===== src/rtl/seg7_display_ctrl_if.sv =====
// Load channel for seg7_display_ctrl: a binary value offered with valid/ready.
// A value transfers on a rising clk edge where load_valid and load_ready are both high.
interface seg7_display_ctrl_if #(
    parameter int VALUE_W = 14
);
    logic [VALUE_W-1:0] value;
    logic               load_valid;
    logic               load_ready;

    modport master (
        output value,
        output load_valid,
        input  load_ready
    );

    modport slave (
        input  value,
        input  load_valid,
        output load_ready
    );
endinterface


===== src/rtl/seg7_display_ctrl.sv =====
// Multi-digit time-multiplexed 7-segment controller: double-dabble BCD conversion plus digit scan.
// Optional macro SEG7_LZ_BLANK_EN turns on leading-zero blanking.
module seg7_display_ctrl #(
    parameter int NUM_DIGITS = 4,
    parameter int VALUE_W    = 14,
    parameter int SCAN_DIV   = 50000
) (
    input  logic                  clk,
    input  logic                  reset_n,
    seg7_display_ctrl_if.slave    load,
    input  logic                  blank,
    output logic [6:0]            seg,
    output logic [NUM_DIGITS-1:0] an,
    output logic [1:0]            dbg_state
);
    localparam int BCD_W = 4 * NUM_DIGITS;
    localparam int SR_W  = BCD_W + VALUE_W;
    localparam int CNT_W = $clog2(SCAN_DIV);
    localparam int IDX_W = (NUM_DIGITS > 1) ? $clog2(NUM_DIGITS) : 1;
    localparam int SHC_W = $clog2(VALUE_W + 1);

    typedef enum logic [1:0] {
        ST_IDLE   = 2'd0,
        ST_SHIFT  = 2'd1,
        ST_COMMIT = 2'd2
    } state_e;

    function automatic longint unsigned pow10(input int n);
        longint unsigned r;
        r = 1;
        for (int i = 0; i < n; i++) r = r * 10;
        return r;
    endfunction

    localparam longint unsigned OVF_LIMIT = pow10(NUM_DIGITS);

    // One double-dabble iteration: correct every nibble >= 5, then shift {bcd, bin} left.
    function automatic logic [SR_W-1:0] dabble_step(input logic [SR_W-1:0] s);
        logic [SR_W-1:0] a;
        a = s;
        for (int i = 0; i < NUM_DIGITS; i++) begin
            if (a[VALUE_W + 4*i +: 4] >= 4'd5)
                a[VALUE_W + 4*i +: 4] = a[VALUE_W + 4*i +: 4] + 4'd3;
        end
        return {a[SR_W-2:0], 1'b0};
    endfunction

    function automatic logic [6:0] seg_decode(input logic [3:0] nib);
        logic [6:0] s;
        case (nib)
            4'd0:    s = 7'b0000001;
            4'd1:    s = 7'b1001111;
            4'd2:    s = 7'b0010010;
            4'd3:    s = 7'b0000110;
            4'd4:    s = 7'b1001100;
            4'd5:    s = 7'b0100100;
            4'd6:    s = 7'b0100000;
            4'd7:    s = 7'b0001111;
            4'd8:    s = 7'b0000000;
            4'd9:    s = 7'b0000100;
            default: s = 7'b1111111;
        endcase
        return s;
    endfunction

    state_e                  state_q, state_d;
    logic [SR_W-1:0]         sr_q, sr_d;
    logic [SHC_W-1:0]        shc_q, shc_d;
    logic                    ovf_cap_q, ovf_cap_d;
    logic [BCD_W-1:0]        disp_bcd_q, disp_bcd_d;
    logic                    disp_ovf_q, disp_ovf_d;
    logic                    load_ready_q, load_ready_d;
    logic [CNT_W-1:0]        scan_cnt_q, scan_cnt_d;
    logic [IDX_W-1:0]        digit_idx_q, digit_idx_d;
    logic [6:0]              seg_q, seg_d;
    logic [NUM_DIGITS-1:0]   an_q, an_d;

    logic                    tick;
    logic [3:0]              cur_nib;
    logic                    lz_blank;
    logic [6:0]              digit_seg;

    // Conversion FSM
    always_comb begin
        state_d      = state_q;
        sr_d         = sr_q;
        shc_d        = shc_q;
        ovf_cap_d    = ovf_cap_q;
        disp_bcd_d   = disp_bcd_q;
        disp_ovf_d   = disp_ovf_q;
        case (state_q)
            ST_IDLE: begin
                if (load.load_valid && load_ready_q) begin
                    sr_d      = {{BCD_W{1'b0}}, load.value};
                    shc_d     = '0;
                    ovf_cap_d = (64'(load.value) >= OVF_LIMIT);
                    state_d   = ST_SHIFT;
                end
            end
            ST_SHIFT: begin
                sr_d  = dabble_step(sr_q);
                shc_d = shc_q + 1'b1;
                if (shc_q == SHC_W'(VALUE_W - 1))
                    state_d = ST_COMMIT;
            end
            ST_COMMIT: begin
                disp_bcd_d = sr_q[SR_W-1 -: BCD_W];
                disp_ovf_d = ovf_cap_q;
                state_d    = ST_IDLE;
            end
            default: state_d = ST_IDLE;
        endcase
        load_ready_d = (state_d == ST_IDLE);
    end

    // Digit scan; a tick always reads the display registers as they were before this edge.
    always_comb begin
        tick        = (scan_cnt_q == CNT_W'(SCAN_DIV - 1));
        scan_cnt_d  = tick ? '0 : scan_cnt_q + 1'b1;
        cur_nib     = disp_bcd_q[{digit_idx_q, 2'b00} +: 4];
`ifdef SEG7_LZ_BLANK_EN
        begin
            logic                  run;
            logic [NUM_DIGITS-1:0] zero_above;
            run        = 1'b1;
            zero_above = '0;
            for (int i = NUM_DIGITS - 1; i >= 0; i--) begin
                run           = run && (disp_bcd_q[4*i +: 4] == 4'd0);
                zero_above[i] = run;
            end
            lz_blank = zero_above[digit_idx_q] && (digit_idx_q != '0);
        end
`else
        lz_blank    = 1'b0;
`endif
        if (blank)
            digit_seg = 7'b1111111;
        else if (disp_ovf_q)
            digit_seg = 7'b1111110;
        else if (lz_blank)
            digit_seg = 7'b1111111;
        else
            digit_seg = seg_decode(cur_nib);

        seg_d       = seg_q;
        an_d        = an_q;
        digit_idx_d = digit_idx_q;
        if (tick) begin
            seg_d       = digit_seg;
            an_d        = ~(NUM_DIGITS'(1) << digit_idx_q);
            digit_idx_d = (digit_idx_q == IDX_W'(NUM_DIGITS - 1)) ? '0 : digit_idx_q + 1'b1;
        end
    end

    always_ff @(posedge clk or negedge reset_n) begin
        if (!reset_n) begin
            state_q      <= ST_IDLE;
            sr_q         <= '0;
            shc_q        <= '0;
            ovf_cap_q    <= 1'b0;
            disp_bcd_q   <= '0;
            disp_ovf_q   <= 1'b0;
            load_ready_q <= 1'b1;
            scan_cnt_q   <= '0;
            digit_idx_q  <= '0;
            seg_q        <= 7'b1111111;
            an_q         <= '1;
        end else begin
            state_q      <= state_d;
            sr_q         <= sr_d;
            shc_q        <= shc_d;
            ovf_cap_q    <= ovf_cap_d;
            disp_bcd_q   <= disp_bcd_d;
            disp_ovf_q   <= disp_ovf_d;
            load_ready_q <= load_ready_d;
            scan_cnt_q   <= scan_cnt_d;
            digit_idx_q  <= digit_idx_d;
            seg_q        <= seg_d;
            an_q         <= an_d;
        end
    end

    assign load.load_ready = load_ready_q;
    assign seg             = seg_q;
    assign an              = an_q;
    assign dbg_state       = state_q;
endmodule


===== src/flat_wrapper.sv =====
// flat-port wrapper written by rule: the top's interface ports become plain ports
module seg7_display_ctrl_flat 
#(
    parameter int NUM_DIGITS = 4,
    parameter int VALUE_W    = 14,
    parameter int SCAN_DIV   = 50000
)
  (clk, reset_n, blank, seg, an, dbg_state, load_value, load_load_valid, load_load_ready);
  seg7_display_ctrl_if #(.VALUE_W(VALUE_W)) load_i ();
  input  logic clk;
  input  logic reset_n;
  input  logic blank;
  output logic [6:0] seg;
  output logic [NUM_DIGITS-1:0] an;
  output logic [1:0] dbg_state;
  input wire logic [$bits(load_i.value)-1:0] load_value;
  input wire logic [$bits(load_i.load_valid)-1:0] load_load_valid;
  output wire logic [$bits(load_i.load_ready)-1:0] load_load_ready;
  assign load_i.value = load_value;
  assign load_i.load_valid = load_load_valid;
  assign load_load_ready = load_i.load_ready;
  seg7_display_ctrl #(.NUM_DIGITS(NUM_DIGITS), .VALUE_W(VALUE_W), .SCAN_DIV(SCAN_DIV)) u_core (.clk(clk), .reset_n(reset_n), .load(load_i), .blank(blank), .seg(seg), .an(an), .dbg_state(dbg_state));
endmodule

===== config.mk =====
export PLATFORM = sky130hd
export DESIGN_NAME = seg7_display_ctrl_flat
export DESIGN_NICKNAME = d
export VERILOG_FILES = /design/src/rtl/seg7_display_ctrl_if.sv /design/src/rtl/seg7_display_ctrl.sv /design/src/flat_wrapper.sv
export SDC_FILE = /design/constraint.sdc
export NUM_CORES = 1
export LEC_CHECK = 0
export ABC_AREA = 1
export CAP_MARGIN = 15
export CORE_MARGIN = 2
export CORE_UTILIZATION = 50
export DETAILED_ROUTE_END_ITERATION = 10
export PLACE_DENSITY = 0.7
export SYNTH_ARGS = -nofsm -noshare
export SYNTH_HDL_FRONTEND = slang
export SYNTH_SLANG_ARGS = --single-unit

===== constraint.sdc =====
create_clock -name clk -period 4 [get_ports clk]
set_input_delay 0.6 -clock clk [delete_from_list [all_inputs] [get_ports clk]]
set_output_delay 0.6 -clock clk [all_outputs]
set_load 0.02 [all_outputs]

==> metrics.txt <==
most frequent cells in the layout nand2_1, dfrtp_1, nor2_1; routed wire length 8610 um; Detail Route Antenna Nets 0; Max VDD drop 0.479 mV; total CTS buffers 9; Mapped Area 4320 um^2; crit path kind reg -> reg; Ports 32; final-report hold violation count 0; relative slew slack 0.361; Power per Cell Area 613 nW/um^2; Ant. Diodes 0; clock tree buffer depth 2; I/O Buffers 31; Area Overhead vs Synth 14.6%; outcome finished, final reports clean; Syn Area/Cell 8.70 um^2; Vias 3344; DR DRC count 0; P_leak 2.35 nW; Final setup viols 0; fin nets 567; CP startpoint kind flop; post-CTS sizing 0; DR pass1 iterations 4; Least-Margin Pin Slew 0.957 ns; register area share after synthesis 0.491; vias in the first global route 3249; minimum clock period 2.57 ns; Post-Route M1 WL 4140 um; Syn Nets 536; Initial Util 0.520; max-slew violations 0; DIE AREA 9390 um^2; post-CTS setup buffer count 0; final-layout fill cell count 736; setup TNS 0 ns; clk_skew 0.0111 ns; r2r endpoint u_core.sr_q[13]$_DFFE_PN0P_; commonest non-fill, non-tap cell in the layout nand2_1; slowest stage delay, CP 0.62 ns; RSZ-0062 raised after global routing no; CP Buf/Inv Count 2; Min-Delay Path Class in -> async; Max Clock Freq 0.390 GHz; Clock Sinks 84; CP required 4.23 ns; drt wl/cell 13.5 um; setup slack, reg-to-reg 1.43 ns; die height 96.9 um; max cap viols 0; RR Startpoint u_core.dbg_state[1]$_DFF_PN0_; R2R cell count 5; WHS 0.0877 ns; synth unique cells 39; Clk Latency, worst-skew pair 0.36 ns; Tcrit/Tclk final 0.641; CP top delay family simple AND/OR/NAND/NOR gates; largest net degree at the start of global routing 85; H-tree levels 3; dpl hpwl 6110 um; clock-pin slew on the worst setup and hold paths 0.09 ns; global-route wire length before repair 15000 um; Critical Path AT 2.79 ns; share of cells above drive strength 1 0.124; CTS tree yes; post-synthesis register bit count 84; Total GRT Usage 0.196; met3 routed WL 272 um; total grt overflow 0; root buffer cell clkbuf_8; worst-path cell chain nor2_1 > inv_2 > nand2_1 > buf_4 > o221ai_1; DR iter-0 viols 152; top routing layer in use met4; Slowest-stage cell, CP nor2_1; crit end category flop; # rows 33; vias per cell 5.25; Die W 96.9 um; Max FO, Critical Path 26; initial antenna violation count 0; Placeable Area 8300 um^2; Synth Instances 496; yosys warns 0; CTS Hold Bufs 0; met2 WL 4010 um; RePlAce Congestion 0.836
[final cells by class]
class,instances,area [um^2],share of cell area
clock buffer,11,141,0.0286
clock inverter,5,83.8,0.0170
inverter,62,236,0.0478
multi-input combinational,337,1890,0.382
sequential,84,2120,0.428
tap,105,131,0.0266
timing repair buffer,33,343,0.0693
[Yosys cell counts (all sizes together)]
cell type / count / area (um^2)
o211a: 1 / 10.0
xor2: 9 / 78.8
a21oi: 23 / 119
clkbuf: 5 / 18.8
nand3b: 2 / 15.0
o221ai: 1 / 8.76
nand2: 87 / 369
dfrtp: 72 / 1800
nor3b: 1 / 7.51
nand4: 5 / 37.5
o21ai: 52 / 264
o21bai: 2 / 15.0
ha: 22 / 275
inv: 61 / 231
dfstp: 12 / 315
nor3: 7 / 51.3
nand3: 41 / 230
buf: 8 / 52.6
nor4: 1 / 12.5
nor2: 61 / 254
a22o: 1 / 8.76
or2: 4 / 27.5
o22ai: 17 / 106
clkinv: 1 / 5.00
[state kept, by name, indices dropped and copies added (netlist names)]
| name | count |
|---|---|
| u_core.shc_q | 4 |
| u_core.scan_cnt_q | 16 |
| u_core.an | 4 |
| u_core.seg | 7 |
| u_core.ovf_cap_q | 1 |
| u_core.load.load_ready | 1 |
| u_core.disp_bcd_q | 16 |
| u_core.sr_q | 30 |
| u_core.digit_idx_q | 2 |
| u_core.disp_ovf_q | 1 |
| u_core.dbg_state | 2 |
[stage by stage]
step	total power [W]	instance area, um^2	std cells	utilization	setup slack, ns
after floorplan	0.00206	4320	496	-	2.42
after global placement	0.00230	4690	620	0.565	1.39
after detailed placement	0.00235	4690	620	0.565	1.32
after CTS	0.00304	4920	636	0.592	1.39
after global routing	0.00329	4940	637	0.596	1.10
final	0.00303	4940	637	0.596	1.43
[logic make-up after synthesis]
group,share of synthesized area
compound gates,0.123
fa+ha+maj,0.0638
buf+inv,0.0713
flops,0.491
xor+xnor,0.0183
simple gates,0.233
[how the worst max path moves through the flow]
stage	from	endpoint	slack (ns)	cells past startpoint
finish	u_core.dbg_state[1]$_DFF_PN0_	u_core.sr_q[13]$_DFFE_PN0P_	1.43	5
global placement	load_load_valid	u_core.sr_q[13]$_DFFE_PN0P_	1.39	5
detailed placement	load_load_valid	u_core.sr_q[13]$_DFFE_PN0P_	1.32	5
CTS	u_core.dbg_state[0]$_DFF_PN0_	u_core.sr_q[5]$_DFFE_PN0P_	1.39	7
global route	u_core.dbg_state[0]$_DFF_PN0_	u_core.sr_q[5]$_DFFE_PN0P_	1.10	7
floorplan	u_core.digit_idx_q[0]$_DFFE_PN0N_	u_core.seg[1]$_DFFE_PN1N_	2.42	11
[layer usage]
layer | GRT usage | vias up
met5 | 0 | -
met4 | 0.0899 | 0
met3 | 0.0325 | 13
met2 | 0.300 | 55
met1 | 0.273 | 1592
li1 | - | 1684
[power by group]
group          total (W)  internal [W]  switching (W)
registers        0.00128       0.00111       0.000170
logic            0.00106      0.000389       0.000675
clock network   0.000685      0.000371       0.000313
total            0.00303       0.00187        0.00116
[worst register-to-register path: stages, from the launching register on]
cell	delay, ns
dfrtp_1	0.41
nor2_1	0.62
inv_2	0.39
nand2_1	0.60
buf_4	0.31
o221ai_1	0.12
Note: power is estimated with default switching activity, not from simulation.
